===== src/rtl/pwm_from_count.sv =====
`default_nettype none
// ============================================================================
// Module      : pwm_from_count
// Description : PWM generator driven by an upstream free-running count, with
//               wrap-aligned double-buffered duty and count-sequence monitor.
// Revision    : 1.0 - initial release
// ============================================================================
module pwm_from_count #(
    parameter int WIDTH      = 4,
    parameter int RESET_DUTY = 8
) (
    input  logic             CLK,
    input  logic             RST,
    input  logic [WIDTH-1:0] count_in,
    input  logic [WIDTH:0]   duty_in,
    input  logic             duty_load,
    output logic             duty_pending,
    output logic             duty_ack,
    output logic             pwm_out,
    output logic             period_pulse,
    output logic             seq_err
);

    localparam logic [0:0]     c_state_sync = 1'b0;
    localparam logic [0:0]     c_state_run  = 1'b1;
    localparam logic [WIDTH:0] c_full_duty  = {1'b1, {WIDTH{1'b0}}};
    localparam logic [WIDTH:0] c_reset_duty = (WIDTH+1)'(RESET_DUTY);

    logic [0:0]       r_state;
    logic [WIDTH:0]   r_active_duty;
    logic [WIDTH:0]   r_pend_duty;
    logic             r_pend_valid;
    logic [WIDTH-1:0] r_prev_count;
    logic             r_pwm;
    logic             r_period_pulse;
    logic             r_duty_ack;
    logic             r_seq_err;

    logic [WIDTH:0]   w_sat_duty;
    logic             w_is_zero;
    logic             w_in_run;
    logic             w_seq_bad;
    logic [WIDTH:0]   w_eff_duty;
    logic [WIDTH-1:0] w_expected_count;

    assign w_sat_duty       = (duty_in > c_full_duty) ? c_full_duty : duty_in;
    assign w_is_zero        = (count_in == '0);
    assign w_in_run         = (r_state == c_state_run);
    assign w_expected_count = r_prev_count + WIDTH'(1);
    // A broken step takes priority over a wrap, so a bad jump onto 0 resyncs.
    assign w_seq_bad        = w_in_run && (count_in != w_expected_count);

    always_comb begin
        w_eff_duty = r_active_duty;
        if (w_is_zero && !w_seq_bad) begin
            if (duty_load) begin
                w_eff_duty = w_sat_duty;
            end else if (r_pend_valid) begin
                w_eff_duty = r_pend_duty;
            end
        end
    end

    always_ff @(posedge CLK) begin
        if (RST) begin
            r_state        <= c_state_sync;
            r_active_duty  <= c_reset_duty;
            r_pend_duty    <= '0;
            r_pend_valid   <= 1'b0;
            r_prev_count   <= '0;
            r_pwm          <= 1'b0;
            r_period_pulse <= 1'b0;
            r_duty_ack     <= 1'b0;
            r_seq_err      <= 1'b0;
        end else begin
            r_prev_count   <= count_in;
            r_period_pulse <= 1'b0;
            r_duty_ack     <= 1'b0;
            if (w_seq_bad) begin
                r_seq_err <= 1'b1;
                r_state   <= c_state_sync;
                r_pwm     <= 1'b0;
                if (duty_load) begin
                    r_pend_duty  <= w_sat_duty;
                    r_pend_valid <= 1'b1;
                end
            end else if (w_is_zero) begin
                r_state        <= c_state_run;
                r_active_duty  <= w_eff_duty;
                r_pend_valid   <= 1'b0;
                r_duty_ack     <= duty_load | r_pend_valid;
                r_period_pulse <= w_in_run;
                r_pwm          <= ({1'b0, count_in} < w_eff_duty);
            end else begin
                if (duty_load) begin
                    r_pend_duty  <= w_sat_duty;
                    r_pend_valid <= 1'b1;
                end
                r_pwm <= w_in_run && ({1'b0, count_in} < r_active_duty);
            end
        end
    end

    assign duty_pending = r_pend_valid;
    assign duty_ack     = r_duty_ack;
    assign pwm_out      = r_pwm;
    assign period_pulse = r_period_pulse;
    assign seq_err      = r_seq_err;

endmodule
`default_nettype wire

===== config.mk =====
export PLATFORM = sky130hd
export DESIGN_NAME = pwm_from_count
export DESIGN_NICKNAME = d
export VERILOG_FILES = /design/src/rtl/pwm_from_count.sv
export SDC_FILE = /design/constraint.sdc
export NUM_CORES = 1
export LEC_CHECK = 0
export ABC_AREA = 1
export ABC_CLOCK_PERIOD_IN_PS = 2590
export CAP_MARGIN = 30
export CELL_PAD_IN_SITES_DETAIL_PLACEMENT = 0
export CELL_PAD_IN_SITES_GLOBAL_PLACEMENT = 1
export CORE_MARGIN = 1.5
export CORE_UTILIZATION = 35
export DETAILED_ROUTE_END_ITERATION = 8
export DONT_BUFFER_PORTS = 1
export GPL_ROUTABILITY_DRIVEN = 0
export HOLD_SLACK_MARGIN = 0.05
export PLACE_DENSITY = 0.66
export SETUP_SLACK_MARGIN = 0.3
export SKIP_CTS_REPAIR_TIMING = 1
export SLEW_MARGIN = 20
export SYNTH_ARGS = -nofsm -noshare
export SYNTH_HDL_FRONTEND = slang
export SYNTH_SLANG_ARGS = --single-unit

===== constraint.sdc =====
create_clock -name CLK -period 2.59 [get_ports CLK]
set_input_delay 0.3885 -clock CLK [delete_from_list [all_inputs] [get_ports CLK]]
set_output_delay 0.3885 -clock CLK [all_outputs]
set_load 0.01 [all_outputs]

# After elaboration in Yosys (flattened, before gate mapping)
# Cells that the tools add are included.
# op_classes
n_addsub	1
n_lt_le_gt_ge	3
eq_ne	2
mux	11
bitwise	3
reduce_logical	8
# op_table
cell	count
5-bit two-way mux	7
4-bit by 5-bit < comparator with 1-bit output	2
5-bit greater-than comparator, second input constant	1
4-bit by 1-bit adder with 4-bit output, second input constant	1
4-bit zero test	1
1-bit two-way mux	4
4-bit inequality test	1
1-bit logical AND	3
3-bit OR reduction	1
2-bit by 1-bit inequality test with 1-bit output, second input constant	1
1-bit inverter	2
2-bit AND reduction	1
2-bit OR reduction	1
1-bit zero test	1
1-bit OR	1
# totals
regBits	20
inputBits	12
output_inout_bits	5
word_cells	37

# Logic depth before layout (Yosys ltp)
# Gate-level depths: netlist of the first run.
# depth
word_depth	8
depth_mapped	17

# Worst setup path after synthesis of the first run
# Ideal clock, no wire load.
# synth_timing
kind	reg2reg
from	register r_prev_count[0]
to	register r_pwm (netlist: pwm_out)
setup_ns	0.066
t_arrival_ns	2.188
required_time_ns	2.524
path_slack_ns	0.336
stages_incl_launch_ff	16
period_less_slack_ns	2.254
path_cell_list	dfxtp_1 -> ha_1 -> xnor2_1 -> nand2_1 -> nor2_2 -> nand2_2 -> nand2_4 -> nand2_4 -> or2_4 -> a21oi_2 -> ha_1 -> a21oi_1 -> nor2_1 -> nor2_1 -> nand2_1 -> a21oi_2
# synth_via
elab_chain_cells	8
# synth_lines
item	line_no	source
start, declared	33	logic [WIDTH-1:0] r_prev_count;
start signal, assigned	76	r_prev_count <= count_in;
4-bit by 1-bit adder with 4-bit output (*)	49	assign w_expected_count = r_prev_count + WIDTH'(1);
4-bit inequality test (*)	51	assign w_seq_bad = w_in_run && (count_in != w_expected_count);
1-bit logical AND (*)	51	
1-bit zero test	55	if (w_is_zero && !w_seq_bad) begin
1-bit logical AND	55	
5-bit two-way mux	55	
4-bit by 5-bit < comparator with 1-bit output	93	r_pwm <= ({1'b0, count_in} < w_eff_duty);
1-bit two-way mux	87	end else if (w_is_zero) begin
end signal, assigned	93	
end signal, assigned	99	r_pwm <= w_in_run && ({1'b0, count_in} < r_active_duty);
end, declared	34	logic r_pwm;
# Every way passes the cells marked *; elsewhere a longest branch is shown, timed or not.
# A chain may end at the register's enable or synchronous reset.

# Worst setup path in the final report of the first run
# Same ends and word-level chain as after synthesis.

==> results.toml, run 1 <==
[placement]
dpl_cell_area_um2 = 1120
pre_cts_slack_ps = 181
io_buffers = 0
dp_hpwl_um = 1770

[power]
p_clk_frac = 0.302
switchingPower_mw = 0.154
ir_drop_v = 0.000364
p_per_area_nw_per_um2 = 476
seqPwrFrac = 0.555
comb_power_share = 0.142
swShare = 0.257
leakage_nw = 0.549
p_int_mw = 0.444

[worst_setup_path]
startpoint_type = "register"
crit_buf_inv = 0
path_cells = "ha_4 > xnor2_2 > nand2_1 > nor2_2 > nand2_2 > nand2_4 > nand2_8 > or2_4 > a21oi_4 > ha_4 > a21oi_2 > nor2_1 > nor2_1 > nand2_1 > a21oi_2"
cp.required_ps = 2840
crit_type = "reg -> reg"
cp_slowest_stage_delay_ps = 370
cp_slowest_cell = "dfxtp_4"
cp-end-kind = "register"
cp.depth = 15
critPathTopFamily = "simple AND/OR/NAND/NOR gates"
arrival_ps = 2590
critPathMaxFanout = 8
rr_worst_depth = 15

[outcome]
outcome = "finished, final reports clean"

[drt]
drtIter0Drc = 52
wl_per_cell_um = 13.1
first_pass_iters = 4
wirelength_um = 2470
final_antenna_net_count = 0
vias_per_cell = 4.88
vias = 922
drc_errors = 0

[logic_synthesis]
seq_area_frac_synth = 0.370
netlist_instances = 151
netlist_area_um2 = 1080
yosysWarningCount = 0
syn-num-nets = 170
ys_ff_latch = 20
synth_area_per_cell_um2 = 7.16
synthDistinctLibCells = 22

[global_route]
grt.total_usage = 0.154
grt_pass1_wl_um = 4000
antenna_found_initial = 0
grt-ovfl-total = 0
grt_max_degree = 12
grt_pass1_vias = 865

[sta]
setup_viol = 0
finalSetupTns_ps = 0
rsz0062_at_grt = "yes"
fmax_mhz = 426
maxSlewHeadroom = 0.721
finalCritPeriodShare = 0.906
finalCriticalPeriod_ps = 2350
finalMaxSlewViolations = 0
final.setup_skew_ps = 6.62
setup_ws_ps = 242
final_hold_viol_count = 0
worst_pin_slew_ps = 416

[clock_tree]
worst_skew_pair.late_latency_ps = 300
clock_sinks = 20
clockRootBuffer = "clkbuf_4"
cts.clk_slew.worst_paths_ps = 120
cts_max_level = 1
cts_made_buffers = 3
clk_path_buf_depth = 2
cts_tree = "done"

[run]
cap_violations = 0

[floorplan]
coreArea_um2 = 2850
initial_core_util = 0.379
rows = 19
io_pins = 17
die_h_um = 58.6
fp.dieW_um = 58.6
die_area_um2 = 3430

[layout]
syn_to_final_growth_pct = 16.2
drive_gt1_frac = 0.196
insertedDiodeCount = 0
final_net_count = 178
design_area_um2 = 1260

[worst_hold_path]
hold_depth = 1
hp-class = "in -> reg"
==> cell usage in the layout, fill, tap and decap left out, drive strengths merged <==
| cell | count |
|---|---|
| a21boi | 1 |
| a21oi | 13 |
| buf | 5 |
| clkbuf | 4 |
| dfxtp | 20 |
| ha | 7 |
| inv | 23 |
| nand2 | 34 |
| nand3 | 14 |
| nand4 | 2 |
| nor2 | 22 |
| nor4 | 1 |
| o211ai | 1 |
| o21a | 2 |
| o21ai | 7 |
| or2 | 1 |
| xnor2 | 1 |
==> power by group through the flow <==
stage	Sequential, mW	Combinational (mW)	Clock, mW
floorplan	0.334	0.0630	0
global placement	0.338	0.0715	0
detailed placement	0.338	0.0718	0
CTS	0.331	0.0721	0.194
global route	0.334	0.0974	0.210
finish	0.332	0.0851	0.181
==> area by class of cell <==
class / count / area [um^2]
Clock buffer: 4 / 36.3
Inverter: 23 / 86.3
Timing Repair Buffer: 5 / 37.5
Fill cell: 302 / 1600
Sequential cell: 20 / 405
Multi-Input combinational cell: 106 / 652
Tap cell: 31 / 38.8
==> synth_stat cells (all sizes together) <==
cell type,count,area share
nor4,1,0.020
xnor2,1,0.0081
a21boi,1,0.0069
clkbuf,2,0.0069
o21a,2,0.014
inv,23,0.080
dfxtp,20,0.37
ha,7,0.081
nor2,22,0.079
nand3,14,0.065
nand2,34,0.14
or2,1,0.0081
nand4,2,0.012
a21oi,13,0.074
o211ai,1,0.0069
o21ai,7,0.032
==> stage by stage <==
step / cells / total power, mW / util / hold WS [ps]
2_1_floorplan: 151 / 0.397 / - / 429
3_3_place_gp: 181 / 0.410 / 0.393 / 445
3_5_place_dp: 181 / 0.410 / 0.393 / 446
4_1_cts: 185 / 0.597 / 0.405 / 126
5_1_grt: 189 / 0.642 / 0.440 / 107
6_report: 189 / 0.598 / 0.440 / 135
==> worst paths after layout <==
kind / start / to / slack [ps]
setup reg to reg: r_prev_count[0]$_SDFF_PP0_ / pwm_out$_SDFF_PP0_ / 240
hold reg to reg: r_pend_duty[4]$_SDFFE_PP0P_ / r_pend_duty[4]$_SDFFE_PP0P_ / 460
setup / recovery: r_prev_count[0]$_SDFF_PP0_ / pwm_out$_SDFF_PP0_ / 240
hold / removal: RST / r_prev_count[0]$_SDFF_PP0_ / 130
==> state kept, by name, summed over array words and instances, names as in the netlist <==
register / count
r_state: 1
seq_err: 1
period_pulse: 1
r_pend_duty: 5
duty_ack: 1
pwm_out: 1
r_active_duty: 5
r_prev_count: 4
duty_pending: 1
==> metal layers <==
layer | share of wire | up-vias | global-route usage | wire (um)
li1 | - | 500 | - | -
met1 | 0.50 | 406 | 0.213 | 1240
met2 | 0.45 | 14 | 0.231 | 1110
met3 | 0.042 | 2 | 0.0615 | 103
met4 | 0.0069 | 0 | 0.0292 | 17
met5 | 0 | - | 0 | 0
==> cell families (layout without fill, tap and decap cells) <==
| logic type | after synthesis | count (layout) | share of synthesized area |
|---|---|---|---|
| simple gates | 74 | 74 | 0.319 |
| buf+inv | 25 | 32 | 0.0868 |
| compound gates | 24 | 24 | 0.134 |
| flops | 20 | 20 | 0.370 |
| fa+ha+maj | 7 | 7 | 0.0810 |
| xor+xnor | 1 | 1 | 0.00810 |
No activity file was read; power rests on OpenSTA's default activity.
==> run 2: changes to the inputs <==
--- a/config.mk
+++ b/config.mk
@@ -6,8 +6,7 @@
 export NUM_CORES = 1
 export LEC_CHECK = 0
 export ABC_AREA = 1
-export ABC_CLOCK_PERIOD_IN_PS = 2590
-export CAP_MARGIN = 30
+export CAP_MARGIN = 15
 export CELL_PAD_IN_SITES_DETAIL_PLACEMENT = 0
 export CELL_PAD_IN_SITES_GLOBAL_PLACEMENT = 1
 export CORE_MARGIN = 1.5
==> results of run 2 <==
Same layout as run 1: the final DEF is identical, and so are final timing and power.
==> run 3: changes to the inputs <==
--- a/config.mk
+++ b/config.mk
@@ -9,6 +9,7 @@
 export CAP_MARGIN = 15
 export CELL_PAD_IN_SITES_DETAIL_PLACEMENT = 0
 export CELL_PAD_IN_SITES_GLOBAL_PLACEMENT = 1
+export CORE_ASPECT_RATIO = 2
 export CORE_MARGIN = 1.5
 export CORE_UTILIZATION = 35
 export DETAILED_ROUTE_END_ITERATION = 8
==> run 3 against run 2 <==
Against the previous run: sequential share of layout area fell by 0.73 points; final area rose by 1.7%; critical endpoint unchanged; largest cell class unchanged; register-to-register slack gained 30 ps; die area up 0.60%; fmax up 1.5%; total power rose by 11%; largest power group unchanged; wire length rose by 5.4%; core utilization decreased by 0.63 points; count of clock-buffer cells in the layout unchanged; global-route usage is 1.3 points higher; setup slack improved by 35 ps; clock power rose by 35%.
==> results.toml, run 3 (synthesis results as in run 1) <==
[floorplan]
die_area_um2 = 3450
fp.dieW_um = 42.3
coreArea_um2 = 2940
io_pins = 17
rows = 28
die_h_um = 81.6
initial_core_util = 0.367

[clock_tree]
cts.clk_slew.worst_paths_ps = 70
clockRootBuffer = "clkbuf_8"
cts_tree = "done"
cts_made_buffers = 3
clock_sinks = 20
cts_max_level = 1
clk_path_buf_depth = 2
worst_skew_pair.late_latency_ps = 270

[worst_setup_path]
arrival_ps = 2520
cp.required_ps = 2800
critPathMaxFanout = 7
crit_type = "reg -> reg"
cp_slowest_cell = "dfxtp_2"
crit_buf_inv = 0
cp-end-kind = "register"
startpoint_type = "register"
critPathTopFamily = "simple AND/OR/NAND/NOR gates"
rr_worst_depth = 15
cp.depth = 15
cp_slowest_stage_delay_ps = 340
path_cells = "ha_4 > xnor2_2 > nand2_1 > nor2_2 > nand2_2 > nand2_4 > nand2_4 > or2_4 > a21oi_4 > ha_4 > a21oi_2 > nor2_1 > nor2_1 > nand2_1 > a21oi_2"

[sta]
worst_pin_slew_ps = 353
fmax_mhz = 432
final.setup_skew_ps = 2.35
setup_ws_ps = 277
finalSetupTns_ps = 0
finalCritPeriodShare = 0.893
rsz0062_at_grt = "yes"
final_hold_viol_count = 0
finalCriticalPeriod_ps = 2310
finalMaxSlewViolations = 0
maxSlewHeadroom = 0.765
setup_viol = 0

[layout]
regArea_um2 = 403
design_area_um2 = 1280
largestRegisters = "r_active_duty: 5 flops, r_pend_duty: 5 flops, r_prev_count: 4 flops"
syn_to_final_growth_pct = 18.2
layout_commonest_cell = "nand2_1"
drive_gt1_frac = 0.214
insertedDiodeCount = 0
final_cell_mix = "nand2_1 (29), nor2_1 (21), inv_1 (19)"
multiInputGateArea_um2 = 651
final_net_count = 179
fillers = 318

[drt]
drtIter0Drc = 12
wl_per_cell_um = 13.8
drc_errors = 0
vias = 967
wirelength_um = 2600
final_antenna_net_count = 0
first_pass_iters = 6
vias_per_cell = 5.12

[placement]
dp_hpwl_um = 2060
io_buffers = 0
pre_cts_slack_ps = 167
dpl_cell_area_um2 = 1120

[global_route]
grt-ovfl-total = 0
grt_max_degree = 12
grt_pass1_vias = 976
grt_pass1_wl_um = 4300
antenna_found_initial = 0
grt.total_usage = 0.167

[power]
p_per_area_nw_per_um2 = 519
leakage_nw = 0.561
ir_drop_v = 0.000370

[worst_hold_path]
hp-class = "in -> reg"
hold_depth = 1

[outcome]
outcome = "finished, final reports clean"

[run]
cap_violations = 0
[run 3: cell types whose count changed in the layout (fill, tap and decap cells not counted)]
cell	before	now
dfxtp_4	1	0
clkbuf_4	3	0
buf_4	5	6
nand2_4	1	2
clkbuf_8	1	4
nand3_2	1	2
nand2_2	2	3
nand2_1	30	29
nand2_8	1	0
dfxtp_2	1	2
nand3_1	13	12
[run 3: layer usage]
layer	wire, um	track usage
met5	0	0
met1	875	0.149
met3	70	0.0176
met2	1580	0.338
met4	80	0.103
[run 3: path summary, 6_finish.rpt]
kind / start / endpoint / slack [ps]
worst max-delay path: r_prev_count[1]$_SDFF_PP0_ / pwm_out$_SDFF_PP0_ / 280
worst min-delay path: RST / r_prev_count[1]$_SDFF_PP0_ / 180
worst max register to register: r_prev_count[1]$_SDFF_PP0_ / pwm_out$_SDFF_PP0_ / 280
worst min register to register: r_pend_duty[4]$_SDFFE_PP0P_ / r_pend_duty[4]$_SDFFE_PP0P_ / 460
[run 3: through the flow]
stage / power [mW] / util / std cells / hold WS, ps
global route: 0.690 / 0.434 / 189 / 178
detailed placement: 0.413 / 0.380 / 180 / 452
floorplan: 0.397 / - / 151 / 429
finish: 0.663 / 0.434 / 189 / 176
CTS: 0.651 / 0.399 / 184 / 182
global placement: 0.411 / 0.380 / 180 / 447
[run 3: layout make-up]
| cell class | count | share of cell area |
|---|---|---|
| Clock buffer | 4 | 0.0431 |
| Inverter | 23 | 0.0676 |
| Multi-Input combinational cell | 106 | 0.509 |
| Sequential cell | 20 | 0.315 |
| Tap cell | 30 | 0.0294 |
| Timing Repair Buffer | 6 | 0.0353 |
[run 3: power breakdown]
part / internal [mW] / switching [mW]
logic: 0.0388 / 0.0470
registers: 0.320 / 0.0119
clock network: 0.136 / 0.109
